`config.mk`:
```
export PLATFORM = sky130hd
export DESIGN_NAME = interrupt_controller
export DESIGN_NICKNAME = d
export VERILOG_FILES = /design/src/rtl/int_pkg.sv /design/src/rtl/int_prio_enc3.sv /design/src/rtl/interrupt_controller.sv
export SDC_FILE = /design/constraint.sdc
export NUM_CORES = 1
export LEC_CHECK = 0
export CAP_MARGIN = 0
export CORE_ASPECT_RATIO = 1.25
export CORE_UTILIZATION = 33
export DETAILED_ROUTE_END_ITERATION = 6
export HOLD_SLACK_MARGIN = 0.06
export PLACE_DENSITY_LB_ADDON = 0.1
export SLEW_MARGIN = 20
export SYNTH_ARGS = -nofsm -noshare
export SYNTH_HDL_FRONTEND = slang
export SYNTH_SLANG_ARGS = --single-unit
```
`constraint.sdc`:
```
create_clock -name clk -period 1.23 [get_ports clk]
set_input_delay 0.246 -clock clk [delete_from_list [all_inputs] [get_ports clk]]
set_output_delay 0.246 -clock clk [all_outputs]
set_load 0.03 [all_outputs]
```
`src/rtl/int_pkg.sv`:
```
// Shared types and defaults for the three-source interrupt controller.
// Holds the request FSM state encoding and the default entrance vectors.
package int_pkg;

    localparam int N_SRC = 3;

    localparam logic [31:0] VEC2 = 32'h0000_0400;
    localparam logic [31:0] VEC1 = 32'h0000_0600;
    localparam logic [31:0] VEC0 = 32'h0000_0800;

    typedef enum logic {
        IDLE = 1'b0,
        REQ  = 1'b1
    } state_t;

endpackage

```
`src/rtl/int_prio_enc3.sv`:
```
// Highest-set-bit encoder over three request bits; bit 2 has priority.
// Latency: combinational; backpressure: none (pure function of its input).
module int_prio_enc3 (
    input  logic [2:0] bits,
    output logic [1:0] idx,
    output logic       vld
);

    always_comb begin
        vld = |bits;
        idx = 2'd0;
        if (bits[2]) begin
            idx = 2'd2;
        end else if (bits[1]) begin
            idx = 2'd1;
        end
    end

endmodule

```
`src/rtl/interrupt_controller.sv`:
```
// Edge-latched, priority-nested interrupt requester facing the CPU pipeline.
// Latency: 2 cycles from source rise to int_req; backpressure: request held frozen until int_ack or withdraw.
module interrupt_controller
    import int_pkg::*;
#(
    parameter int          N_SRC = int_pkg::N_SRC,
    parameter logic [31:0] VEC2  = int_pkg::VEC2,
    parameter logic [31:0] VEC1  = int_pkg::VEC1,
    parameter logic [31:0] VEC0  = int_pkg::VEC0
) (
    input  logic             clk,
    input  logic             rst_n,
    input  logic [N_SRC-1:0] irq_src,
    input  logic [N_SRC-1:0] int_mask,
    input  logic             int_disable,
    input  logic             int_ack,
    input  logic             int_eret,
    output logic             int_req,
    output logic [1:0]       int_id,
    output logic [31:0]      int_vector,
    output logic [N_SRC-1:0] pending,
    output logic [N_SRC-1:0] in_service
);

    state_t           state;
    logic [N_SRC-1:0] src_d;
    logic [N_SRC-1:0] rise;
    logic [N_SRC-1:0] above_top;
    logic [N_SRC-1:0] elig;
    logic [N_SRC-1:0] ack_set;
    logic [N_SRC-1:0] eret_clr;
    logic [1:0]       top_idx;
    logic             top_vld;
    logic [1:0]       win_idx;
    logic             win_vld;
    logic             ack_fire;
    logic             withdraw;

    function automatic logic [31:0] vec_of(input logic [1:0] idx);
        case (idx)
            2'd2:    vec_of = VEC2;
            2'd1:    vec_of = VEC1;
            default: vec_of = VEC0;
        endcase
    endfunction

    int_prio_enc3 u_top_enc (
        .bits (in_service),
        .idx  (top_idx),
        .vld  (top_vld)
    );

    int_prio_enc3 u_win_enc (
        .bits (elig),
        .idx  (win_idx),
        .vld  (win_vld)
    );

    assign rise = irq_src & ~src_d;

    // Only sources strictly above the current in-service level may nest.
    always_comb begin
        above_top = 3'b111;
        if (top_vld) begin
            case (top_idx)
                2'd0:    above_top = 3'b110;
                2'd1:    above_top = 3'b100;
                default: above_top = 3'b000;
            endcase
        end
    end

    assign elig     = pending & int_mask & {N_SRC{~int_disable}} & above_top;
    assign ack_fire = (state == REQ) && int_ack;
    assign withdraw = (state == REQ) && !int_ack && (int_disable || !int_mask[int_id]);
    assign ack_set  = ack_fire ? (3'b001 << int_id) : 3'b000;
    assign eret_clr = (int_eret && top_vld) ? (3'b001 << top_idx) : 3'b000;
    assign int_req  = (state == REQ);

    always_ff @(posedge clk or negedge rst_n) begin
        if (!rst_n) begin
            src_d      <= '0;
            pending    <= '0;
            in_service <= '0;
        end else begin
            src_d      <= irq_src;
            pending    <= (pending & ~ack_set) | rise;
            in_service <= (in_service & ~eret_clr) | ack_set;
        end
    end

    always_ff @(posedge clk or negedge rst_n) begin
        if (!rst_n) begin
            state      <= IDLE;
            int_id     <= 2'd0;
            int_vector <= 32'd0;
        end else begin
            case (state)
                IDLE: begin
                    if (win_vld) begin
                        state      <= REQ;
                        int_id     <= win_idx;
                        int_vector <= vec_of(win_idx);
                    end
                end
                REQ: begin
                    if (ack_fire || withdraw) begin
                        state      <= IDLE;
                        int_id     <= 2'd0;
                        int_vector <= 32'd0;
                    end
                end
                default: begin
                    state      <= IDLE;
                    int_id     <= 2'd0;
                    int_vector <= 32'd0;
                end
            endcase
        end
    end

endmodule

```
==> Yosys cells after proc, flatten, opt, wreduce, memory -nomap -nowiden <==
Cells that the tools add are included.
{ "totals": {"regBits": 44, "output_inout_bits": 41} }
{ "op_classes": {"n_lt_le_gt_ge": 1, "n_eq_ne": 5, "shift": 2, "n_mux": 20, "bitwise_logic": 13, "n_reduce_logical": 12} }
{ "ops": {"columns": ["op", "count"], "rows": [
  ["two-way mux 32 bit", 2],
  ["case mux 32 bit (2 select lines)", 1],
  ["case mux 12 bit (2 select lines)", 1],
  ["bitwise AND 3 bit", 6],
  ["two-way mux 3 bit", 3],
  ["NOT 3 bit", 3],
  ["two-way mux 2 bit", 4],
  ["bitwise OR 3 bit", 2],
  ["case mux 3 bit (2 select lines)", 1],
  ["OR reduction 3 bit", 2],
  ["<< shifter 1 x 2 -> 3 bit, first input constant", 2],
  ["two-way mux 1 bit", 5],
  ["== test 2 x 1 -> 1 bit, second input constant", 2],
  ["logical AND 1 bit", 4],
  ["!= test 2 x 1 -> 1 bit, second input constant", 2],
  ["case mux 2 bit (2 select lines)", 1],
  ["less-than comparator 2 x 3 -> 1 bit, second input constant", 1],
  ["binary-select mux 1 bit (select 2 bit)", 1],
  ["== test 2 bit, second input constant", 1],
  ["zero test 1 bit", 2],
  ["zero test 2 bit", 1],
  ["logical OR 1 bit", 2],
  ["NOT 1 bit", 2],
  ["case mux 1 bit (2 select lines)", 1],
  ["AND reduction 2 bit", 1]
]} }

==> Depth between registers and ports, before layout <==
{ "logic_depth": {"word_depth": 12, "ltp_mapped": 4, "ltp_nobuf": 4} }

==> Modules after synthesis <==
From an unflattened synthesis, not the netlist that was laid out.
{ "hier_totals": {"hier_cells": 105, "area_unflattened_um2": 957.2} }
{ "by_module_without_submodules": {"columns": ["mod", "instances", "cells_per_inst", "area_each_um2", "seq_area_each_um2"], "rows": [
  ["interrupt_controller", 1, 99, 917.1, 375.4],
  ["int_prio_enc3", 2, 3, 20.0, 0.0]
]} }

==> Least setup slack after synthesis <==
Ideal clock, no wire load.
{ "synth_path": {"path_kind": "register to register", "start": "register in_service[1]", "end": "register int_vector[9]", "arrival_time_ns": 1.331, "t_required_ns": 1.109, "setup_slack_ns": -0.222, "stages_incl_launch_ff": 5, "synth_period_minus_slack_ns": 1.452, "path_cell_list": "dfrtp_1 -> nor3_4 -> nand4b_4 -> a21o_1 -> a22o_1"} }
{ "synth_via": {"elab_chain_cells": 12, "word_cells_on_any_way": 18} }
{ "synth_lines": {"columns": ["item", "line_no", "rtl"], "rows": [
  ["start: declaration", "interrupt_controller.sv:22", "output logic [N_SRC-1:0] in_service"],
  ["start signal: assignment", "interrupt_controller.sv:88", "in_service <= (in_service & ~eret_clr) | ack_set;"],
  ["two-way mux 1 bit", "int_prio_enc3.sv:14", "end else if (bits[1]) begin"],
  ["two-way mux 2 bit", "int_prio_enc3.sv:12", "if (bits[2]) begin"],
  ["== test 2 x 1 -> 1 bit or zero test 2 bit (tied branches)", "interrupt_controller.sv:65", "case (top_idx)"],
  ["case mux 3 bit (2 select lines)", "interrupt_controller.sv:65", null],
  ["two-way mux 3 bit (*)", "interrupt_controller.sv:64", "if (top_vld) begin"],
  ["bitwise AND 3 bit (*)", "interrupt_controller.sv:73", "assign elig = pending & int_mask & {N_SRC{~int_disable}} & above_top;"],
  ["two-way mux 1 bit", "int_prio_enc3.sv:14", null],
  ["two-way mux 2 bit", "int_prio_enc3.sv:12", null],
  ["== test 2 x 1 -> 1 bit or == test 2 bit (tied branches)", "interrupt_controller.sv:40", "case (idx)"],
  ["case mux 12 bit (2 select lines)", "interrupt_controller.sv:40", null],
  ["two-way mux 32 bit", "interrupt_controller.sv:100", "if (win_vld) begin"],
  ["case mux 32 bit (2 select lines)", "interrupt_controller.sv:98", "case (state)"],
  ["end signal: assignment", "interrupt_controller.sv:103", "int_vector <= vec_of(win_idx);"],
  ["end: declaration", "interrupt_controller.sv:20", "output logic [31:0] int_vector,"]
]} }
Mark *: on every way between the ends. The rest lies on a longest branch, timed or not. The select of a mux whose other input is x is not followed.
A chain may end at the register's enable or synchronous reset.

==> Final worst setup path <==
{ "layout_path": {"start": "register in_service[1]", "end": "output port in_service[1]"} }
No word-level cell between the ends.

==> metrics.md <==
| Metric | Value |
|---|---|
| Clk_lat worst skew | 0.28 ns |
| Hold Fails Final Rpt | 0 |
| Total Routing Usage GR | 13.6% |
| Depth of the most critical reg-to-reg path | 4 |
| DRC errors left | 0 |
| Routed metal-1 wirelength | 654 µm |
| Clock root cell | clkbuf_4 |
| Prevailing post-synth register cell | dfrtp_1 |
| Max Cap Viol | 0 |
| Top layer in use | met4 |
| Reg-to-reg startpoint | in_service[1]$_DFF_PN0_ |
| Remaining Overflow, GRT | 0 |
| Number of routed nets with antenna violations | 0 |
| Fmax achieved | 0.755 GHz |
| Setup-failing EPs final | 8 |
| Hold buffers post-CTS | 0 |
| First-pass GRT wire length | 2690 µm |
| RSZ-0062 raised after global routing | yes |
| Iteration-0 DRC Markers | 4 |
| Finished Layout Cells | 159 |
| Fin crit share | 108% |
| Worst VDD drop | 918 µV |
| Row count | 20 |
| Clock transition at path regs | 0.09 ns |
| Crit. End Element | primary output |
| Ys Warns | 0 |
| Reg2reg end | int_vector[9]$_DFFE_PN0P_ |
| Syn Area/Cell | 9.65 µm² |
| DR vias | 656 |
| WL final | 1650 µm |
| Number of flops mapped to enable cells by yosys | 0 |
| Synthesis-to-finish area growth | 33.0% |
| WHS | 0.262 ns |
| Die area | 2840 µm² |
| Detailed Place HPWL | 1320 µm |
| CTS buffer count | 3 |
| Max Slew Vio Count | 0 |
| CP Max Fanout | 3 |
| Top-Level Pins | 52 |
| Violated checks | setup timing |
| Drt pass-1 iters | 3 |
| Wire length per cell | 10.4 µm |
| Synth Instances | 90 |
| FF+latch count, synth | 14 |
| Initial Utilization | 35.4% |
| Placed Cells | 150 |
| Kind of critical path | register to primary output |
| Most common cell after layout, fill and taps aside | conb_1 |
| Worst Setup Slack, final | -0.0940 ns |
| Flop-to-flop setup slack | -0.08 ns |
| Leak | 0.584 nW |
| Core area | 2450 µm² |
| Status | finished with violations |
| Clock skew | 0.00555 ns |
| Fin crit period | 1.32 ns |
| Synth async-reset ratio | 100% |
| # diodes | 0 |
| H-tree depth | 1 |
| Worst Path Arrival | 1.08 ns |
| Port Buffers | 22 |
| WL met3 | 92 µm |
| Clock tree from TritonCTS | built |
| Clock buffer depth | 2 |
| Vias in the first global route | 619 |
| Seq/Total Area, Yosys | 40.3% |
| Distinct cells, synth | 27 |
| Nets | 138 |
| Largest net degree at the start of global routing | 15 |
| Die Y | 59.4 µm |
| Wire length on met2 | 886 µm |
| Leading cell types in the layout, fill and taps excluded | conb_1 (29), buf_4 (17), clkdlybuf4s50_1 (9) |
| Hold crit path type | input pin to async pin |
| Vias/cell | 4.13 |
| CP Data Required Time | 0.98 ns |
| Initial antenna violation count | 0 |
| CP Launch Type | register |
| Total Power | 2.51 mW |
| Area of the mapped netlist | 868 µm² |
| Die width | 47.9 µm |
| Pwr/cell area | 2180 nW/µm² |
| Share of post-route cells with drive strength above 1 | 34.1% |
| # clock sinks | 14 |
| GPL Wtd Cong | 0.672 |
-- per-stage QoR --
stage / worst slack [ns] / utilization, % / instance area [µm²] / setup TNS (ns)
floorplan: -0.107 / - / 981 / -0.194
global placement: -0.420 / 42.6 / 1040 / -2.11
detailed placement: -0.430 / 42.6 / 1040 / -2.03
CTS: -0.0940 / 45.9 / 1120 / -0.320
global route: -0.146 / 47.1 / 1150 / -0.735
finish: -0.0940 / 47.1 / 1150 / -0.315
-- cell families (layout without fill, tap and decap cells) --
family                 after synthesis  count (layout)  share of synthesized area [%]
and+or+nand+nor                     21              21                           16.9
DFF                                 14              14                           40.3
other                                1              29                          0.432
AOI/OAI and AO/OA                   18              18                           13.8
buffers and inverters               36              44                           28.5
-- where the power goes --
group	switching [mW]	leakage, nW	internal, mW
logic	0.768	0.403	0.616
registers	0.172	0.160	0.620
clock network	0.157	0.0210	0.180
total	1.10	0.584	1.42
-- registers in the layout (all words and copies together), names as in the netlist --
| name | cells |
|---|---|
| int_req | 1 |
| src_d | 3 |
| pending | 3 |
| int_id | 1 |
| in_service | 3 |
| int_vector | 3 |
-- cells in the mapped netlist (all sizes together) (2+ instances only) --
library cell	count	area, µm²
buf	30	225
dfrtp	14	350
o21ai	9	45.0
nand2	6	22.5
inv	5	18.8
a211oi	2	20.0
a31oi	2	12.5
nand3	2	10.0
nand4	2	12.5
nand4b	2	32.5
nor2	2	7.51
nor2b	2	12.5
nor3	2	21.3
-- worst max-delay path, cell delays in order, from the launching register on --
cell and delay (ns):
dfrtp_2 0.43, buf_4 0.14, buf_6 0.11, buf_6 0.13
-- routing by layer --
| metal | vias to the layer above | global-route usage (%) |
|---|---|---|
| li1 | 318 | - |
| met5 | - | 0 |
| met3 | 2 | 2.44 |
| met2 | 34 | 23.4 |
| met1 | 302 | 15.8 |
| met4 | 0 | 5.95 |
-- layout make-up --
class                      count  area [µm²]
timing repair buffer          35         317
inverter                       5        18.8
fill                         265        1300
tap                           33        41.3
clock buffer                   4        36.3
sequential                    14         359
multi-input combinational     68         383
-- worst max path at each step --
stage                                  from                   endpoint  slack [ns]  cells past startpoint
global route        in_service[1]$_DFF_PN0_  int_vector[9]$_DFFE_PN0P_       -0.15                      4
floorplan           in_service[2]$_DFF_PN0_  int_vector[9]$_DFFE_PN0P_       -0.11                      4
finish              in_service[1]$_DFF_PN0_              in_service[1]       -0.09                      3
CTS                 in_service[1]$_DFF_PN0_  int_vector[9]$_DFFE_PN0P_       -0.09                      4
detailed placement              int_disable  int_vector[9]$_DFFE_PN0P_       -0.43                      5
global placement                int_disable  int_vector[9]$_DFFE_PN0P_       -0.42                      5
-- what timing repair did --
item	4_1_cts	5_1_grt
hold endpoints to repair	0	0
setup buffers	2	3
resized for setup	10	3
endpoints found under the setup margin	9	10
pin swaps	5	1
No activity file was read; power rests on OpenSTA's default activity.
